`config.mk`:
```
export PLATFORM = sky130hd
export DESIGN_NAME = router_input_arbiter
export DESIGN_NICKNAME = d
export VERILOG_FILES = /design/src/rtl/router_input_arbiter.sv
export SDC_FILE = /design/constraint.sdc
export NUM_CORES = 1
export LEC_CHECK = 0
export ABC_AREA = 0
export CORE_ASPECT_RATIO = 1.1
export CORE_MARGIN = 8
export CORE_UTILIZATION = 25
export CTS_BUF_LIST = sky130_fd_sc_hd__clkbuf_16
export CTS_CLUSTER_DIAMETER = 150
export CTS_CLUSTER_SIZE = 8
export DETAILED_ROUTE_END_ITERATION = 10
export SKIP_CTS_REPAIR_TIMING = 1
export SLEW_MARGIN = 20
export SYNTH_ARGS = -nofsm -noshare
export SYNTH_HDL_FRONTEND = slang
export SYNTH_SLANG_ARGS = --single-unit
```
`constraint.sdc`:
```
create_clock -name clk -period 2.2 [get_ports clk]
set_clock_uncertainty 0.15 [all_clocks]
set_input_delay 0.55 -clock clk [delete_from_list [all_inputs] [get_ports clk]]
set_output_delay 0.55 -clock clk [all_outputs]
set_load 0.005 [all_outputs]
```
`src/rtl/router_input_arbiter.sv`:
```
// -----------------------------------------------------------------------------
// router_input_arbiter
//   Round-robin packet arbiter that shares the router's single byte-wide input
//   port among NUM_REQ byte-stream sources. Whole packets are granted, router
//   busy is honoured only when choosing the next packet, and a packet is
//   aborted cleanly on router error, source underrun or over-length.
//
//   Optional feature macro: ROUTER_ARB_STATS_EN
//     defined   -> per-requester packet counters, abort counter, read port
//     undefined -> rd/addr ignored, rdata tied to zero
//
// Ports
//   clk          clock, all logic on posedge
//   reset        asynchronous active-low reset
//   req_data     requester bytes, requester i at [i*DATA_W +: DATA_W]
//   req_valid    requester byte valid
//   req_last     final byte of packet (qualified by req_valid)
//   req_ready    byte accepted when req_valid & req_ready
//   dut_inp      byte to router (holds value while inp_valid is low)
//   inp_valid    router input valid, contiguous for a whole packet
//   busy         router cannot start a new packet
//   error        router error indication
//   grant_id     current/last granted requester
//   grant_vld    high while a packet is being transferred or drained
//   abort_pulse  one-cycle pulse when a packet is aborted
//   abort_cause  0=router error, 1=underrun, 2=over-length; held until next abort
//   rd/addr      statistics read strobe and address
//   rdata        statistics read data (registered)
// -----------------------------------------------------------------------------
module router_input_arbiter #(
  parameter int NUM_REQ     = 4,
  parameter int DATA_W      = 8,
  parameter int MAX_PKT_LEN = 64
) (
  input  logic                        clk,
  input  logic                        reset,
  input  logic [NUM_REQ*DATA_W-1:0]   req_data,
  input  logic [NUM_REQ-1:0]          req_valid,
  input  logic [NUM_REQ-1:0]          req_last,
  output logic [NUM_REQ-1:0]          req_ready,
  output logic [DATA_W-1:0]           dut_inp,
  output logic                        inp_valid,
  input  logic                        busy,
  input  logic                        error,
  output logic [$clog2(NUM_REQ)-1:0]  grant_id,
  output logic                        grant_vld,
  output logic                        abort_pulse,
  output logic [1:0]                  abort_cause,
  input  logic                        rd,
  input  logic [7:0]                  addr,
  output logic [31:0]                 rdata
);

  localparam int GW = $clog2(NUM_REQ);
  localparam logic [7:0] LEN_LAST    = 8'(MAX_PKT_LEN - 1);
  localparam logic [1:0] CAUSE_ERR   = 2'd0;
  localparam logic [1:0] CAUSE_UNDER = 2'd1;
  localparam logic [1:0] CAUSE_LEN   = 2'd2;

  typedef enum logic [1:0] {
    ST_IDLE  = 2'd0,
    ST_XFER  = 2'd1,
    ST_DRAIN = 2'd2,
    ST_GAP   = 2'd3
  } state_t;

  state_t            state_r;
  logic [GW-1:0]     grant_id_r;
  logic [7:0]        cnt_r;
  logic [DATA_W-1:0] dut_inp_r;
  logic              inp_valid_r;
  logic              abort_pulse_r;
  logic [1:0]        abort_cause_r;

  logic [GW:0]       pick_s;
  logic [DATA_W-1:0] sel_data_s;
  logic              sel_valid_s;
  logic              sel_last_s;
  logic              abort_s;
  logic [1:0]        cause_s;

  // Round-robin search starting one past the last grant. Scanning from the
  // farthest candidate to the nearest lets the nearest valid one win.
  // Result is {found, id}.
  function automatic logic [GW:0] rr_pick(input logic [GW-1:0]      last_id,
                                          input logic [NUM_REQ-1:0] vld);
    logic [GW:0] res;
    int          idx;
    res = {1'b0, last_id};
    for (int k = NUM_REQ; k >= 1; k--) begin
      idx = (int'(last_id) + k) % NUM_REQ;
      if (vld[idx]) begin
        res = {1'b1, GW'(idx)};
      end else begin
        res = res;
      end
    end
    return res;
  endfunction

  assign pick_s      = rr_pick(grant_id_r, req_valid);
  assign sel_data_s  = req_data[int'(grant_id_r)*DATA_W +: DATA_W];
  assign sel_valid_s = req_valid[grant_id_r];
  assign sel_last_s  = req_last[grant_id_r] & sel_valid_s;

  // Abort decision while transferring; error outranks last, underrun and length.
  always_comb begin
    abort_s = 1'b0;
    cause_s = abort_cause_r;
    if (error) begin
      abort_s = 1'b1;
      cause_s = CAUSE_ERR;
    end else if (!sel_valid_s) begin
      abort_s = 1'b1;
      cause_s = CAUSE_UNDER;
    end else if (!sel_last_s && (cnt_r == LEN_LAST)) begin
      abort_s = 1'b1;
      cause_s = CAUSE_LEN;
    end else begin
      abort_s = 1'b0;
    end
  end

  // Main arbitration FSM with registered router-side outputs.
  always_ff @(posedge clk or negedge reset) begin
    if (!reset) begin
      state_r       <= ST_IDLE;
      grant_id_r    <= GW'(NUM_REQ - 1);
      cnt_r         <= 8'd0;
      dut_inp_r     <= {DATA_W{1'b0}};
      inp_valid_r   <= 1'b0;
      abort_pulse_r <= 1'b0;
      abort_cause_r <= 2'd0;
    end else begin
      abort_pulse_r <= 1'b0;
      case (state_r)
        ST_IDLE: begin
          inp_valid_r <= 1'b0;
          if (!busy && pick_s[GW]) begin
            grant_id_r <= pick_s[GW-1:0];
            cnt_r      <= 8'd0;
            state_r    <= ST_XFER;
          end else begin
            state_r    <= ST_IDLE;
          end
        end
        ST_XFER: begin
          // One-cycle latency from accept to router; dut_inp only moves on a real byte.
          inp_valid_r <= sel_valid_s;
          if (sel_valid_s) begin
            dut_inp_r <= sel_data_s;
            cnt_r     <= cnt_r + 8'd1;
          end else begin
            cnt_r     <= cnt_r;
          end
          if (abort_s) begin
            abort_pulse_r <= 1'b1;
            abort_cause_r <= cause_s;
            state_r       <= sel_last_s ? ST_GAP : ST_DRAIN;
          end else if (sel_last_s) begin
            state_r       <= ST_GAP;
          end else begin
            state_r       <= ST_XFER;
          end
        end
        ST_DRAIN: begin
          // Source bytes are accepted and discarded until its last byte.
          inp_valid_r <= 1'b0;
          if (sel_last_s) begin
            state_r <= ST_GAP;
          end else begin
            state_r <= ST_DRAIN;
          end
        end
        ST_GAP: begin
          inp_valid_r <= 1'b0;
          state_r     <= ST_IDLE;
        end
        default: begin
          inp_valid_r <= 1'b0;
          state_r     <= ST_IDLE;
        end
      endcase
    end
  end

  // Ready is a pure decode of the registered state and grant.
  always_comb begin
    req_ready = {NUM_REQ{1'b0}};
    if ((state_r == ST_XFER) || (state_r == ST_DRAIN)) begin
      req_ready[grant_id_r] = 1'b1;
    end else begin
      req_ready = {NUM_REQ{1'b0}};
    end
  end

  assign grant_vld   = (state_r == ST_XFER) || (state_r == ST_DRAIN);
  assign grant_id    = grant_id_r;
  assign dut_inp     = dut_inp_r;
  assign inp_valid   = inp_valid_r;
  assign abort_pulse = abort_pulse_r;
  assign abort_cause = abort_cause_r;

`ifdef ROUTER_ARB_STATS_EN
  logic [31:0] pkt_cnt_r [NUM_REQ];
  logic [31:0] abort_cnt_r;
  logic [31:0] rdata_r;
  logic        pkt_done_s;
  logic        abort_evt_s;

  assign pkt_done_s  = (state_r == ST_XFER) && !abort_s && sel_last_s;
  assign abort_evt_s = (state_r == ST_XFER) && abort_s;

  // Packet/abort counters (free-running, wrap) and registered read port.
  always_ff @(posedge clk or negedge reset) begin
    if (!reset) begin
      for (int i = 0; i < NUM_REQ; i++) begin
        pkt_cnt_r[i] <= 32'd0;
      end
      abort_cnt_r <= 32'd0;
      rdata_r     <= 32'd0;
    end else begin
      if (pkt_done_s) begin
        pkt_cnt_r[grant_id_r] <= pkt_cnt_r[grant_id_r] + 32'd1;
      end else begin
        pkt_cnt_r[grant_id_r] <= pkt_cnt_r[grant_id_r];
      end
      if (abort_evt_s) begin
        abort_cnt_r <= abort_cnt_r + 32'd1;
      end else begin
        abort_cnt_r <= abort_cnt_r;
      end
      if (rd) begin
        if (addr < 8'(NUM_REQ)) begin
          rdata_r <= pkt_cnt_r[addr[GW-1:0]];
        end else if (addr == 8'(NUM_REQ)) begin
          rdata_r <= abort_cnt_r;
        end else begin
          rdata_r <= 32'hDEAD_BEEF;
        end
      end else begin
        rdata_r <= rdata_r;
      end
    end
  end

  assign rdata = rdata_r;
`else
  logic stats_unused_s;
  assign stats_unused_s = rd ^ (^addr);
  assign rdata = 32'd0;
`endif

endmodule
```
## After elaboration in Yosys (flattened, before gate mapping)

Cells that the tools add are included.

| cells by class | value |
|---|---|
| reductions and logical operators | 18 |
| bitwise operators | 5 |
| $add $sub $neg | 5 |
| $lt $le $gt $ge | 6 |
| multiplexer cells | 40 |
| equality and inequality tests | 7 |
| shifts and indexed selects | 1 |

Operator list:

| kind | count |
|---|---|
| 32-bit by 6-bit indexed part select with 8-bit output | 1 |
| 1-bit 2-to-1 mux | 18 |
| 3-bit by 4-bit less-than comparator with 1-bit output, second input constant | 4 |
| 8-bit 2-to-1 mux | 2 |
| 8-bit one-hot mux with 2 select lines | 1 |
| 1-bit binary-select mux with 2-bit select | 6 |
| 3-bit 2-to-1 mux | 4 |
| 2-bit 2-to-1 mux | 5 |
| 3-bit AND reduction | 3 |
| 8-bit by 1-bit adder with 8-bit output, second input constant | 1 |
| 8-bit by 6-bit equality test with 1-bit output, second input constant | 1 |
| 2-bit one-hot mux with 4 select lines | 1 |
| 2-bit OR reduction | 4 |
| 2-bit by 1-bit adder with 2-bit output, second input constant | 2 |
| 2-bit adder, second input constant | 2 |
| 1-bit AND, first input constant | 4 |
| 2-bit equality test, second input constant | 2 |
| 4-bit 2-to-1 mux | 1 |
| 2-bit != test, second input constant | 2 |
| 4-bit nonzero test | 1 |
| 1-bit logical AND | 3 |
| 2-bit by 3-bit less-than comparator with 1-bit output, second input constant | 1 |
| 3-bit by 2-bit != test with 1-bit output, second input constant | 1 |
| 3-bit OR reduction | 1 |
| other kinds (10) | 11 |

| word-level totals | value |
|---|---|
| input bits | 53 |
| output and inout port bits | 51 |
| register bits after elaboration | 24 |
| word-level logic and storage cells | 89 |

## Depth between registers and ports, before layout

Gate-level depths: netlist (run 1).

| depth | value |
|---|---|
| depth after elaboration | 13 |
| depth in mapped cells | 8 |
| depth with buffers taken out | 7 |

## Least setup slack after synthesis (run 1)

No wires, ideal clock.

| timing | value |
|---|---|
| kind | flip-flop to flip-flop |
| start point | reg grant_id_r[0] (netlist: grant_id[0]) |
| end point | reg grant_id_r[1] (netlist: grant_id[1]) |
| arrival | 2160 ps |
| clock period less this slack | 2372 ps |
| buffers on the path | 2 |
| cell stages (with the launch flop) | 9 |
| required time | 1988 ps |
| setup time | 62 ps |
| setup slack | -172 ps |
| cell sequence | dfstp_2 > buf_6 > clkbuf_1 > inv_1 > ha_1 > o21ai_0 > a22o_1 > o32ai_1 > mux2_1 |

| on the way | value |
|---|---|
| word-level cells in the longest chain between the ends | 10 |
| elaborated cells between the ends (all ways) | 23 |
| classes of those cells | add/sub: 4; mux: 16; reduce/logical: 3 |

Ends and longest elaborated chain:

| what | line | text |
|---|---|---|
| start: declaration | 68 | `logic [GW-1:0] grant_id_r;` |
| start signal: assignment | 128 | `grant_id_r <= GW'(NUM_REQ - 1);` |
| start signal: assignment | 140 | `grant_id_r <= pick_s[GW-1:0];` |
| 2-bit by 1-bit adder with 2-bit output | 91 | `idx = (int'(last_id) + k) % NUM_REQ;` |
| 1-bit binary-select mux with 2-bit select | 92 | `if (vld[idx]) begin` |
| 1-bit 2-to-1 mux (implied by the code) (2 in series) | 92 |  |
| 3-bit 2-to-1 mux (4 in series) | 92 |  |
| 1-bit logical AND | 139 | `if (!busy && pick_s[GW]) begin` |
| 3-bit AND reduction (no source line) | n/a |  |

Parallel ways exist; a longest one is shown, timed or not. The select of a mux whose other input is x is not followed.
A chain may end at the register's enable or synchronous reset.

## Worst setup path in the final report (run 1)

| timing | value |
|---|---|
| start point | in req_valid[2] |
| end point | reg cnt_r[6] |

| on the way | value |
|---|---|
| word-level cells in the longest chain between the ends | 10 |
| elaborated cells between the ends (all ways) | 22 |
| classes of those cells | eq/ne: 2; mux: 18; reduce/logical: 2 |

Ends and longest elaborated chain:

| what | line | text |
|---|---|---|
| start: declaration | 38 | `input logic [NUM_REQ-1:0] req_valid,` |
| 1-bit binary-select mux with 2-bit select | 92 |  |
| 1-bit 2-to-1 mux (implied by the code) (2 in series) | 92 |  |
| 3-bit 2-to-1 mux (4 in series) | 92 |  |
| 1-bit logical AND | 139 |  |
| 2-bit != test (no source line) | n/a |  |
| 3-bit AND reduction (no source line) * | n/a |  |
| end signal: assignment | 152 | `cnt_r <= cnt_r + 8'd1;` |
| end signal: assignment | 154 | `cnt_r <= cnt_r;` |
| end: declaration | 69 | `logic [7:0] cnt_r;` |

Every way passes the cells marked *; elsewhere a longest branch is shown, timed or not. The select of a mux whose other input is x is not followed.

==> impl_results.md, run 1 <==
- R2R setup slack: -60 ps
- Most frequent cells in the layout: clkdlybuf4s50_1, conb_1, buf_4
- Worst slack, placed: -407 ps
- Die area: 0.0107 sq mm
- Worst hold start: dut_inp[0]
- Syn avg cell area: 10.6 sq um
- DR vias: 1620
- Ant diodes: 0
- Iteration-0 DRC Markers: 64
- Cell Area, Placed: 0.00271 sq mm
- Fin area: 0.00293 sq mm
- Drt drc: 0
- Final worst slack: -76.9 ps
- Total negative setup slack: -431 ps
- Worst EP required: 2240 ps
- Post-route ant nets: 0
- Core box area: 0.00743 sq mm
- CP startpoint: req_valid[2]
- Clock latency on the worst-skew pair: 260 ps
- Reg2reg path depth: 7
- Worst setup EP type: register
- Inst Count DP: 351
- Max-Cap Viols: 0
- Top cell type's share of synthesized area: 0.288
- Slew Viols, Final: 0
- Routed wire length: 4.99 mm
- Period utilisation layout: 1.03
- Maximum number of pins on one net before global-route repair: 25
- Finished Layout Cells: 361
- Number of global-route vias before repair: 1614
- Commonest non-fill, non-tap cell in the layout: clkdlybuf4s50_1
- Htree depth: 1
- Largest area contributor in the netlist: dfrtp_1
- Worst r2r dst: cnt_r[6]
- Final #Nets: 338
- Total GRT Usage: 0.0904
- Cells after Synth: 180
- DR pass1 iterations: 4
- Top Ports: 104
- CTS max path bufs: 2
- Initial Util: 0.257
- Maximum VDD drop: 0.000357 V
- P_leak: 1.39 nW
- Async SR Flop Fraction: 1.00
- Num CTS Buffers: 3
- Rows: 33
- Area occupied by registers: 603 sq um
- FF+latch count, synth: 24
- Share of cells above drive strength 1: 0.245
- First-pass GRT wire length: 7.76 mm
- Hpwl dp: 4.01 mm
- Buffers on Ports: 62
- FF-to-FF Start: grant_id[0]
- Crit Path Category: primary input to register
- RD Place Congestion: 0.787
- Post-synthesis sequential area ratio: 0.316
- Post-synthesis cell area: 0.00191 sq mm
- CP startpoint kind: primary input
- Die W: 99.4 microns
- RSZ-0062 raised after global routing: true
- Routed WL per cell: 13.8 microns
- Worst Path Arrival: 2310 ps
- TritonCTS clock tree: built
- CTS Sinks: 24
- Hold Path Class: register to register
- Failing checks: setup timing
- Count of final setup violators: 9
- Pwr Total: 3.23 mW
- DR vias/cell: 4.49
- Clk slew on worst S/H paths: 60 ps
- Max Clock Freq: 439 MHz
- Hold Fails Final Rpt: 0
- Hold Path Sink: dut_inp[0]
- CP max FO: 8
- Initial antenna violation count: 0
- Yosys Warn Count: 0
- Synthesis-to-finish area growth: 53.5%
- Clk root buf: clkbuf_16
- Die Span Y: 108 microns
- Prevailing post-synth register cell: dfrtp_1
- P per Cell Area: 1100 mW/mm^2
- Yosys cell types: 42
- Post-synth EDFFs: 0
- GR Overflow Total: 0
- Largest cells by area after synthesis: dfrtp_1, buf_4, mux4_1
- Hold depth: 1
- Outcome: finished with violations
- Area of the multi-input gates: 0.00117 sq mm
- Fin crit period: 2280 ps
- Fill cells: 746
## state kept, by name, summed over array words and instances (netlist names), named ones only
name,flops
cnt_r,8
abort_cause,2
abort_pulse,1
grant_id,2
state_r,1
inp_valid,1
dut_inp,8
## synth_stat cells, types with 3 or more instances
library cell  instances
mux2i_1               4
buf_4                32
nor2_1               13
ha_1                 10
nand2_1               5
and2_1                5
a21oi_1               7
and3_1                4
o21ai_1               3
inv_1                 9
a22o_1                4
o21ai_0               5
nand3_1               4
mux2_2                9
dfrtp_1              22
mux4_2                5
mux4_1                5
## final cells by class
type | count | share of cell area
Timing Repair Buffer | 96 | 0.311
Multi-Input combinational cell | 141 | 0.398
Tap cell | 87 | 0.0371
Clock buffer | 3 | 0.0256
Inverter | 9 | 0.0115
Clock inverter | 1 | 0.0102
Sequential cell | 24 | 0.206
## worst max-delay path: stages
cell and delay [ps]:
clkdlybuf4s50_1 450, mux4_2 560, and3_4 190, a221oi_4 220
buf_6 180, a21oi_2 30, mux2i_1 130
## cell families (layout without fill, tap and decap cells)
kind of cell	Yosys count	count (layout)	share of synthesized area
simple gates	40	40	0.113
compound gates	34	34	0.134
flops	24	24	0.316
xor+xnor	1	1	0.00458
mux	24	24	0.208
fa+ha+maj	10	10	0.0655
buf+inv	46	109	0.158
other cells	1	32	0.00196
## metrics by stage
step	util	hold slack (ps)
6_report	0.395	353
3_3_place_gp	0.365	338
5_1_grt	0.395	370
2_1_floorplan	-	104
4_1_cts	0.379	357
3_5_place_dp	0.365	342
## power breakdown
part	total, mW	internal (mW)	leakage [nW]	switching [mW]
clock	0.525	0.362	0.0511	0.163
sequential	0.731	0.619	0.300	0.112
combinational	1.97	1.16	1.04	0.811
## routing by layer
layer | track usage | up-vias | wire length, microns
met5 | 0 | - | 0
met3 | 0.0349 | 5 | 338
li1 | - | 782 | -
met4 | 0.0249 | 0 | 35
met2 | 0.146 | 66 | 2350
met1 | 0.109 | 767 | 2270
## how the worst max path moves through the flow
stage	slack [ps]	endpoint	cells past startpoint
finish	-80	cnt_r[6]	7
global route	-150	cnt_r[6]	7
CTS	-300	req_ready[3]	4
detailed placement	-410	cnt_r[6]	7
global placement	-380	cnt_r[6]	7
floorplan	-10	cnt_r[5]	5
No activity file was read; power rests on OpenSTA's default activity.
==> run 2: changes to the inputs <==
--- a/config.mk
+++ b/config.mk
@@ -6,13 +6,14 @@
 export NUM_CORES = 1
 export LEC_CHECK = 0
 export ABC_AREA = 0
-export CORE_ASPECT_RATIO = 1.1
+export CORE_ASPECT_RATIO = 2
 export CORE_MARGIN = 8
 export CORE_UTILIZATION = 25
 export CTS_BUF_LIST = sky130_fd_sc_hd__clkbuf_16
 export CTS_CLUSTER_DIAMETER = 150
 export CTS_CLUSTER_SIZE = 8
 export DETAILED_ROUTE_END_ITERATION = 10
+export MAX_ROUTING_LAYER = met4
 export SKIP_CTS_REPAIR_TIMING = 1
 export SLEW_MARGIN = 20
 export SYNTH_ARGS = -nofsm -noshare
==> run 2 against run 1 <==
Effect of this change:
- the run still ends with setup timing left
- design area shrank 0.30%
- final cell count rose by 2.2%
- total power decreased by 0.81%
- critical path type is now register to register
- utilization decreased by 0.41 points
- die area is 1.6% higher
- flip-flop and latch count is the same
- worst setup slack lost 60 ps
- register-to-register slack lost 80 ps
- hold slack improved by 7.1 ps
==> impl_results.md, run 2 (synthesized netlist as in run 1, its figures left out) <==
- Outcome: finished with violations
- Failing checks: setup timing
- Htree depth: 1 (unchanged)
- Rows: 45 (+36%)
- Clk root buf: clkbuf_16
- Ant diodes: 0 (unchanged)
- Worst slack, placed: -481 ps (-74.2 ps)
- P per Cell Area: 1100 mW/mm^2 (-0.51%)
- Core box area: 0.00749 sq mm (+0.76%)
- Worst setup EP type: register
- Synthesis-to-finish area growth: 53.0%
- Worst hold slack: 361 ps (+7.09 ps)
- Routed WL per cell: 14.0 microns (+0.99%)
- Maximum VDD drop: 0.000642 V (+80%)
- Die area: 0.0109 sq mm (+1.6%)
- Clock latency on the worst-skew pair: 260 ps (about the same)
- Commonest non-fill, non-tap cell in the layout: clkdlybuf4s50_1
- Area of the multi-input gates: 0.00117 sq mm (unchanged)
- Hold Path Class: register to register
- Hold Fails Final Rpt: 0 (unchanged)
- First-pass GRT wire length: 8.09 mm (+4.3%)
- DR vias: 1637 (+1.0%)
- Maximum number of pins on one net before global-route repair: 25 (unchanged)
- GR Overflow Total: 0 (unchanged)
- Fin crit period: 2340 ps (+60.2 ps)
- Routed wire length: 5.15 mm (+3.2%)
- Worst hold start: dut_inp[2]
- Most used routing layer: met2
- Die W: 77.8 microns (-22%)
- Fin area: 0.00292 sq mm (-0.30%)
- Met1 Track Usage GR: 0.0984 (-0.0106)
- GR Layer Usage met3: 0.0329 (-0.00203)
- Initial antenna violation count: 0 (unchanged)
- Fill cells: 744 (-0.27%)
- CTS Sinks: 24 (unchanged)
- CP startpoint: grant_id[0]
- Initial Util: 0.255 (-0.00193)
- P_leak: 1.39 nW (-0.54%)
- Max-Cap Viols: 0 (unchanged)
- Iteration-0 DRC Markers: 81 (+27%)
- Buffers on Ports: 62 (unchanged)
- Clk slew on worst S/H paths: 60 ps (about the same)
- RD Place Congestion: 0.745 (-5.3%)
- Number of global-route vias before repair: 1814 (+12%)
- Final worst slack: -137 ps (-60.2 ps)
- Hpwl dp: 4.21 mm (+5.1%)
- DR vias/cell: 4.44 (-1.1%)
- Most frequent cells in the layout: clkdlybuf4s50_1, conb_1, buf_4
- Post-route ant nets: 0 (unchanged)
- Worst Path Arrival: 2370 ps (+60 ps)
- Crit Path Category: register to register
- Period utilisation layout: 1.06 (+0.0274)
- Cell Area, Placed: 0.00271 sq mm (-0.23%)
- DR pass1 iterations: 4 (unchanged)
- Num CTS Buffers: 3 (unchanged)
- FF-to-FF Start: grant_id[0]
- Die Span Y: 140 microns (+30%)
- Final #Nets: 339 (+0.30%)
- CP startpoint kind: register
- Top Ports: 104 (unchanged)
- Worst EP required: 2230 ps (about the same)
- Met2 Use GR: 0.151 (+0.00453)
- RSZ-0062 raised after global routing: true
- Total GRT Usage: 0.0911 (+0.000704)
- Share of cells above drive strength 1: 0.240 (-0.00453)
- Slew Viols, Final: 0 (unchanged)
- CP max FO: 6 (-2)
- Area occupied by registers: 603 sq um (unchanged)
- CTS max path bufs: 2 (unchanged)
- Drt drc: 0 (unchanged)
- Count of final setup violators: 19 (+10)
- Max Clock Freq: 428 MHz (-2.6%)
- TritonCTS clock tree: built
## run 2: power by group
part	leakage [nW]	internal [mW]	total [mW]	switching [mW]
combinational	1.05	1.22	2.08	0.852
clock	0.0385	0.243	0.397	0.154
sequential	0.300	0.619	0.731	0.111
total	1.39	2.09	3.20	1.12
## run 2: final timing paths
path	endpoint	slack (ps)	cells past startpoint
setup / recovery	cnt_r[6]	-140	7
hold / removal	dut_inp[2]	360	1
setup reg to reg	cnt_r[6]	-140	7
hold reg to reg	dut_inp[2]	360	1
max in group asynchronous	grant_id[1]	1110	2
min in group asynchronous	cnt_r[5]	500	2
## run 2: per-stage QoR
stage | TNS, ps | util | power [mW] | std cells
2_1_floorplan | -11.9 | - | 1.78 | 211
3_3_place_gp | -6520 | 0.361 | 2.54 | 356
3_5_place_dp | -7430 | 0.361 | 2.59 | 356
4_1_cts | -3130 | 0.372 | 3.01 | 360
5_1_grt | -3210 | 0.390 | 3.43 | 369
6_report | -1510 | 0.390 | 3.20 | 369
## run 2: worst max-delay path, cell delays in order, from the launching register on
cell and delay [ps]:
dfstp_2 600, buf_6 120, mux4_2 560, and3_4 210, a221oi_4 270, buf_6 160
a21oi_2 30, mux2i_1 150
## run 2: cell type report
class	count	share of cell area
multi-input combinational	141	0.400
timing repair buffer	97	0.315
sequential	24	0.206
tap	94	0.0402
clock buffer	3	0.0257
inverter	9	0.0116
clock inverter	1	0.00128
## run 2: metal layers
metal / part of all wire / up-vias
met3: 0.079 / 4
li1: - / 783
met2: 0.49 / 69
met1: 0.42 / 781
met5: 0 / -
met4: 0.0080 / 0
